<file path="src/rtl/booth_mult_seq_pkg.sv">
// Shared multdiv definitions: FSM state encoding, Booth step count and
// the Booth selector encoding taken from the low two product-register bits.
package booth_mult_seq_pkg;

  typedef enum logic [1:0] {
    IDLE = 2'd0,
    RUN  = 2'd1,
    DONE = 2'd2
  } state_e;

  localparam int MULT_STEPS = 32;

  // {Q[0], Q-1}: 01 adds M, 10 subtracts M, 00/11 only shift
  typedef enum logic [1:0] {
    BOOTH_NOP0 = 2'b00,
    BOOTH_ADD  = 2'b01,
    BOOTH_SUB  = 2'b10,
    BOOTH_NOP1 = 2'b11
  } booth_sel_e;

endpackage

</file>
<file path="src/rtl/booth_mult_seq_if.sv">
// Operand/result bundle between the multdiv control logic (master) and the
// Booth multiplier (slave).
interface booth_mult_seq_if #(
  parameter int WIDTH = 32
);
  logic             ctrl_mult;
  logic [WIDTH-1:0] data_operandA;
  logic [WIDTH-1:0] data_operandB;
  logic [WIDTH-1:0] data_result;
  logic             data_exception;
  logic             data_resultRDY;
  logic             busy;

  modport master (
    output ctrl_mult, data_operandA, data_operandB,
    input  data_result, data_exception, data_resultRDY, busy
  );

  modport slave (
    input  ctrl_mult, data_operandA, data_operandB,
    output data_result, data_exception, data_resultRDY, busy
  );
endinterface

</file>
<file path="src/rtl/booth_mult_seq_product_reg65.sv">
// Booth product register {A, Q, Q-1}: load-enabled flop bank with
// asynchronous active-low clear.
module product_reg65 #(
  parameter int W = 65
) (
  input  logic         clk,
  input  logic         reset,
  input  logic         en_i,
  input  logic [W-1:0] d_i,
  output logic [W-1:0] q_o
);
  logic [W-1:0] p_q;

  always_ff @(posedge clk or negedge reset) begin
    if (!reset) begin
      p_q <= '0;
    end else if (en_i) begin
      p_q <= d_i;
    end
  end

  assign q_o = p_q;
endmodule

</file>
<file path="src/rtl/booth_mult_seq.sv">
// Sequential signed radix-2 Booth multiplier: one add/sub-and-shift step per
// cycle, registered low word plus 32-bit signed overflow flag, one-cycle done pulse.
module booth_mult_seq
  import booth_mult_seq_pkg::*;
#(
  parameter int WIDTH = 32
) (
  input logic             clk,
  input logic             reset,
  booth_mult_seq_if.slave bus
);
  localparam int PW    = 2 * WIDTH + 1;
  localparam int CNT_W = $clog2(MULT_STEPS + 1);

  state_e                  state_q, state_d;
  logic [CNT_W-1:0]        cnt_q, cnt_d;
  logic [WIDTH-1:0]        m_q;
  logic [WIDTH-1:0]        result_q;
  logic                    exc_q;
  logic [PW-1:0]           p_q, p_d;
  logic                    p_en, res_en;
  booth_sel_e              sel;
  logic                    sub;
  logic signed [WIDTH:0]   a_ext, m_ext, addend, sum;

  product_reg65 #(.W(PW)) u_preg (
    .clk   (clk),
    .reset (reset),
    .en_i  (p_en),
    .d_i   (p_d),
    .q_o   (p_q)
  );

  // One shared 33-bit adder: subtraction is ~M with carry-in, so M = -2^31 needs no special case
  assign sel = booth_sel_e'(p_q[1:0]);
  always_comb begin
    sub    = (sel == BOOTH_SUB);
    a_ext  = $signed({p_q[PW-1], p_q[PW-1:WIDTH+1]});
    m_ext  = $signed({m_q[WIDTH-1], m_q});
    addend = '0;
    if (sel == BOOTH_ADD || sel == BOOTH_SUB) begin
      addend = sub ? ~m_ext : m_ext;
    end
    sum = a_ext + addend + $signed({{WIDTH{1'b0}}, sub});
  end

  // A new start aborts whatever is in flight, including a pending DONE
  always_comb begin
    state_d = state_q;
    cnt_d   = cnt_q;
    p_d     = p_q;
    p_en    = 1'b0;
    res_en  = 1'b0;
    if (bus.ctrl_mult) begin
      p_d     = {{WIDTH{1'b0}}, bus.data_operandB, 1'b0};
      p_en    = 1'b1;
      cnt_d   = '0;
      state_d = RUN;
    end else begin
      case (state_q)
        RUN: begin
          if (cnt_q == CNT_W'(MULT_STEPS)) begin
            res_en  = 1'b1;
            state_d = DONE;
          end else begin
            p_d   = {sum, p_q[WIDTH:1]};
            p_en  = 1'b1;
            cnt_d = cnt_q + CNT_W'(1);
          end
        end
        DONE:    state_d = IDLE;
        default: state_d = IDLE;
      endcase
    end
  end

  always_ff @(posedge clk or negedge reset) begin
    if (!reset) begin
      state_q  <= IDLE;
      cnt_q    <= '0;
      m_q      <= '0;
      result_q <= '0;
      exc_q    <= 1'b0;
    end else begin
      state_q <= state_d;
      cnt_q   <= cnt_d;
      if (bus.ctrl_mult) begin
        m_q <= bus.data_operandA;
      end
      if (res_en) begin
        result_q <= p_q[WIDTH:1];
        exc_q    <= (p_q[PW-1:WIDTH+1] != {WIDTH{p_q[WIDTH]}});
      end
    end
  end

  assign bus.data_result    = result_q;
  assign bus.data_exception = exc_q;
  assign bus.data_resultRDY = (state_q == DONE);
  assign bus.busy           = (state_q != IDLE);
endmodule

</file>
<file path="src/flat_wrapper.sv">
// flat-port wrapper written by rule: the top's interface ports become plain ports
module booth_mult_seq_flat import booth_mult_seq_pkg::*;
#(
  parameter int WIDTH = 32
)
  (clk, reset, bus_ctrl_mult, bus_data_operandA, bus_data_operandB, bus_data_result, bus_data_exception, bus_data_resultRDY, bus_busy);
  booth_mult_seq_if #(.WIDTH(WIDTH)) bus_i ();
  input logic clk;
  input logic reset;
  input wire logic [$bits(bus_i.ctrl_mult)-1:0] bus_ctrl_mult;
  input wire logic [$bits(bus_i.data_operandA)-1:0] bus_data_operandA;
  input wire logic [$bits(bus_i.data_operandB)-1:0] bus_data_operandB;
  output wire logic [$bits(bus_i.data_result)-1:0] bus_data_result;
  output wire logic [$bits(bus_i.data_exception)-1:0] bus_data_exception;
  output wire logic [$bits(bus_i.data_resultRDY)-1:0] bus_data_resultRDY;
  output wire logic [$bits(bus_i.busy)-1:0] bus_busy;
  assign bus_i.ctrl_mult = bus_ctrl_mult;
  assign bus_i.data_operandA = bus_data_operandA;
  assign bus_i.data_operandB = bus_data_operandB;
  assign bus_data_result = bus_i.data_result;
  assign bus_data_exception = bus_i.data_exception;
  assign bus_data_resultRDY = bus_i.data_resultRDY;
  assign bus_busy = bus_i.busy;
  booth_mult_seq #(.WIDTH(WIDTH)) u_core (.clk(clk), .reset(reset), .bus(bus_i));
endmodule
</file>
<file path="config.mk">
export PLATFORM = sky130hd
export DESIGN_NAME = booth_mult_seq_flat
export DESIGN_NICKNAME = d
export VERILOG_FILES = /design/src/rtl/booth_mult_seq_pkg.sv /design/src/rtl/booth_mult_seq_if.sv /design/src/rtl/booth_mult_seq_product_reg65.sv /design/src/rtl/booth_mult_seq.sv /design/src/flat_wrapper.sv
export SDC_FILE = /design/constraint.sdc
export NUM_CORES = 1
export LEC_CHECK = 0
export CAP_MARGIN = 40
export CORE_MARGIN = 2
export CORE_UTILIZATION = 53
export CTS_CLUSTER_SIZE = 28
export DETAILED_ROUTE_END_ITERATION = 8
export PLACE_DENSITY = 0.78
export SETUP_SLACK_MARGIN = 0.5
export SYNTH_ARGS = -nofsm -noshare
export SYNTH_HDL_FRONTEND = slang
export SYNTH_HIERARCHICAL = 1
export SYNTH_SLANG_ARGS = --single-unit
</file>
<file path="constraint.sdc">
create_clock -name clk -period 5.4 [get_ports clk]
set_input_delay 0.81 -clock clk [delete_from_list [all_inputs] [get_ports clk]]
set_output_delay 0.81 -clock clk [all_outputs]
set_load 0.01 [all_outputs]
</file>
# After elaboration in Yosys (flattened, before gate mapping)

Cells that the tools add are included.
W data, S select, Z words.

Flip-flop bits (word level): 138
Logic and storage cells: 40

$add $sub $neg: 3
Equality and inequality tests: 8
Mux-type cells: 17
Bitwise operators: 1
Reduce and logical (&&, ||, !) cells: 5

Operators with widths:

| operator              | count |
|---|---|
| $mux W65              | 3 |
| $mux W33              | 2 |
| $add A32 B33 Y33      | 1 |
| $add A33 B2 Y33       | 1 |
| $not A32 Y33          | 1 |
| $ne A32 B32 Y1        | 1 |
| $mux W6               | 3 |
| $add A6 B1 Y6 const B | 1 |
| $eq A6 B6 Y1 const B  | 1 |
| $mux W1               | 6 |
| $mux W2               | 3 |
| $eq A2 B1 Y1 const B  | 2 |
| $eq A2 B2 Y1 const B  | 2 |
| $reduce_bool A2 Y1    | 2 |
| $ne A3 B2 Y1 const B  | 1 |
| $reduce_and A3 Y1     | 1 |
| $ne A2 B2 Y1 const B  | 1 |
| $reduce_and A2 Y1     | 1 |
| $logic_or A1 B1 Y1    | 1 |

# Depth between registers and ports, before layout

Depth after elaboration: 8
Mapped depth: 17

# By module

The synthesis kept the hierarchy.

By module, submodules not included:

| module         | instances | cells each | area each (um2) | seq. area each (um2) |
|---|---|---|---|---|
| booth_mult_seq | 1         | 700        | 6084.6          | 1826.8 |
| product_reg65  | 1         | 137        | 2618.8          | 1626.6 |

# Worst setup path after synthesis

OpenSTA, ideal clock, no wires.

Path type: reg2reg
From: register u_core.u_preg.p_q[0] (netlist: u_core/u_preg/q_o[0])
To: register u_core.u_preg.p_q[58] (netlist: u_core/u_preg/q_o[58])
Library setup time: 0.125 ns
Arrival: 3.723 ns
Required time: 5.275 ns
Setup slack: 1.552 ns
Cell stages (with the launch flop): 18
Path buffers: 2
Cell sequence: dfrtp_1 > inv_1 > ha_1 > clkbuf_1 > clkbuf_1 > inv_1 > fa_1 > inv_1 > fa_1 > a21oi_1 > o211a_1 > o31ai_4 > a41oi_4 > o41ai_4 > a221oi_2 > xor2_1 > o21ai_1 > mux2_4

Word-level cells in the longest chain between the ends: 8
Elaborated cells between the ends (all ways): 10
Those cells by class: 2 x add/sub; 2 x eq/ne; 5 x mux; 1 x reduce/logical

Ends and longest elaborated chain:

| what                                           | RTL line                                   | RTL |
|---|---|---|
| from (decl)                                    | booth_mult_seq_product_reg65.sv:12         | `logic [W-1:0] p_q;` |
| from (signal assigned)                         | booth_mult_seq_product_reg65.sv:18         | `p_q <= d_i;` |
| $eq A2 B2 Y1 or $eq A2 B1 Y1 (tied branches)   | booth_mult_seq.sv:37, booth_mult_seq.sv:41 |  |
| $mux W33 or $logic_or A1 B1 Y1 (tied branches) | booth_mult_seq.sv:42, booth_mult_seq.sv:41 |  |
| $mux W33                                       | booth_mult_seq.sv:41                       | `if (sel == BOOTH_ADD \|\| sel == BOOTH_SUB) begin` |
| $add A32 B33 Y33                               | booth_mult_seq.sv:44                       | `sum = a_ext + addend + $signed({{WIDTH{1'b0}}, sub});` |
| $add A33 B2 Y33 (*)                            | booth_mult_seq.sv:44                       |  |
| $mux W65 (*)                                   | booth_mult_seq.sv:62                       | `if (cnt_q == CNT_W'(MULT_STEPS)) begin` |
| $mux W65 (*)                                   | booth_mult_seq.sv:60                       | `case (state_q)` |
| $mux W65 (*)                                   | booth_mult_seq.sv:54                       | `if (bus.ctrl_mult) begin` |
| via u_core.p_d[58]                             | booth_mult_seq.sv:20                       | `logic [PW-1:0] p_q, p_d;` |

Mark *: on every way through the listed nets, which the timed path passes. The rest lies on a longest branch. The select of a mux whose other input is x is not followed.
A chain may end at the register's enable or synchronous reset.

# Worst setup path after layout

Ends and elaborated chain as after synthesis.

==> results.yml <==
sta:
  maxSlewViolCount: 0
  fin_crit_sh: 0.745
  slew_headroom: 0.478
  final.setup_skew_ns: 0.0138
  rsz0062_at_grt: "no"
  fmax_mhz: 249
  hold_viol: 0
  setup_violations: 0
  worst_pin_slew_ns: 0.783
  fin_setup_tns_ns: 0
  period_minus_slack_ns: 4.02
drt:
  wl_met3_microns: 847
  met1Wirelength_mm: 8.77
  drt_first_pass_iters: 5
  top_layer: "met4"
  drtAntennaViolNets: 0
  wirelength_mm: 19.3
  vias: 6528
  wire_per_inst_microns: 16.8
  remaining_drc_errors: 0
  viasPerCell: 5.68
  met2_length_mm: 9.39
  dr.first_iter.drc_count: 476
critical_path:
  cp.arrival_ns: 4.33
  start_kind: "register"
  reg2reg_slack_ns: 1.38
  cp_max_fo: 28
  worst_setup_path_end_kind: "register"
  critPathKind: "reg2reg"
  worstPathRequired_ns: 5.71
cts:
  cts-hold-fix-buffers: 0
  post_cts_buffers: 0
  cts_buffers: 17
  clkLatencyLatePin_ns: 0.42
  clkSlewWorstSetupHoldPaths_ns: 0.06
  cts_max_level: 4
  root_buffer: "clkbuf_16"
  clockBufferDepth: 2
  cts.sink_count: 138
  cts_tree: "done"
  post_cts_resized: 0
floorplan:
  start_util: 0.546
  coreArea_sq_mm: 0.0159
  die-area_sq_mm: 0.0175
  boundaryPins: 102
  fp.dieW_microns: 132
  rows: 46
  die_h_microns: 132
logic_synthesis:
  async_flop_share: 1.00
  yosys.cell_types.count: 57
  syn_nets: 940
  synth_edf_count: 0
  postSynthCellCount: 837
  synth_flop_cell: "dfrtp_1"
  ys_ff_latch: 138
  yosys_warnings: 6
  netlist_area_sq_mm: 0.00870
  syn_avg_cell_area_sq_um: 10.4
  yosysSeqAreaShare: 0.397
global_route:
  antenna_found_initial: 0
  grt_pass1_wl_mm: 32.2
  grt_max_degree: 79
  grt_usage: 0.228
  overflow: 0
  grt_pass1_vias: 6395
worst_hold_path:
  hold_class: "in2async"
place:
  port_buffers: 101
  dpl.hpwl_mm: 13.2
  gp_congestion: 0.892
cells_and_area:
  layout_commonest_cell: "dfrtp_1"
  drive_above_1_share: 0.201
  syn_to_final_growth_pct: 21.0
  layout_common_cells: "dfrtp_1 (138), clkdlybuf4s50_1 (99), nand2_1 (93)"
  nets: 1026
  antennaDiodeCount: 0
pwr:
  max-vdd-ir-drop_mv: 0.261
  p_total_uw: 3990
  power.leakage_uw: 0.00462
  powerDensity_mw_per_mm2: 379
status:
  outcome: "completed"
run:
  drv_cap: 0
path summary, 6_finish.rpt:
check | cells past startpoint | endpoint | from
setup / recovery | 16 | u_core/u_preg/q_o[58] | u_core/u_preg/q_o[0]
hold / removal | 1 | u_core/m_q[13] | reset
setup reg to reg | 16 | u_core/u_preg/q_o[58] | u_core/u_preg/q_o[0]
hold reg to reg | 1 | u_core/bus.data_result[13] | u_core/bus.data_result[13]
max in group asynchronous | 3 | u_core/m_q[7] | reset
min in group clk | 1 | u_core/bus.data_result[13] | u_core/bus.data_result[13]
kinds of logic after synthesis:
group / Yosys count / share of synthesized area
muxes: 161 / 0.225
buffers and inverters: 62 / 0.0332
and+or+nand+nor: 216 / 0.111
adders and majority gates: 36 / 0.0535
AOI/OAI and AO/OA: 161 / 0.117
xor gates and xnor gates: 63 / 0.0634
DFF: 138 / 0.397
where the power goes:
part | total (uW) | internal, uW | switching [uW] | leakage (uW)
Clock | 1240 | 792 | 445 | 0.000297
Sequential | 1420 | 1200 | 221 | 0.00176
Combinational | 1340 | 662 | 678 | 0.00256
layout make-up:
cell class	count	area, sq um
fillers	1208	5410
repair buffers	112	1140
well taps	216	270
inverters	17	65.1
multi-input cells	637	4970
flip-flops and latches	138	3450
clock inverters	11	170
clock buffers	19	453
critical path, stage by stage, from the launching register on:
cell      delay, ns
dfrtp_1        0.37
inv_1          0.07
ha_2           0.26
buf_4          0.44
inv_1          0.12
fa_1           0.42
inv_1          0.08
fa_1           0.20
a21oi_1        0.10
o211a_1        0.26
o31ai_4        0.35
a41oi_4        0.22
o41ai_4        0.42
a221oi_2       0.11
xor2_1         0.16
o21ai_1        0.07
mux2_4         0.25
cells in the mapped netlist, types with 6 or more instances:
master | instances | area (sq um)
a31oi_1 | 9 | 56.3
nand2_1 | 93 | 349
mux2i_1 | 32 | 320
mux2_2 | 79 | 890
buf_2 | 9 | 45.0
nor4_1 | 8 | 50.1
nand3_1 | 10 | 50.1
xor2_1 | 18 | 158
ha_1 | 34 | 425
buf_6 | 6 | 67.6
xnor2_1 | 45 | 394
a21o_1 | 8 | 60.1
a21oi_1 | 32 | 160
nor2_1 | 54 | 203
o21ai_0 | 72 | 360
dfrtp_1 | 138 | 3450
nor3_1 | 15 | 75.1
clkbuf_1 | 29 | 109
o21a_1 | 7 | 52.6
nand4_1 | 12 | 75.1
mux2_4 | 50 | 751
inv_1 | 17 | 63.8
registers in the layout, indices dropped and copies added, names as in the netlist:
signal / cells
u_core/u_preg/q_o: 65
u_core/m_q: 32
u_core/bus.data_result: 32
u_core/state_q: 2
u_core/bus.data_exception: 1
u_core/cnt_q: 6
routing by layer:
metal / track usage / vias up
li1: - / 3149
met1: 0.306 / 3173
met2: 0.376 / 183
met3: 0.0392 / 23
met4: 0.0749 / 0
met5: 0 / -
per-stage QoR:
step	hold slack, ns	cell area [sq um]	setup slack [ns]	std cells	util
2_1_floorplan	0.481	8700	1.55	837	-
3_3_place_gp	0.488	9830	1.47	1117	0.617
3_5_place_dp	0.495	9910	1.40	1120	0.621
4_1_cts	0.265	10500	1.37	1150	0.660
5_1_grt	0.272	10500	1.12	1150	0.660
6_report	0.265	10500	1.38	1150	0.660
No activity file was read; power rests on OpenSTA's default activity.
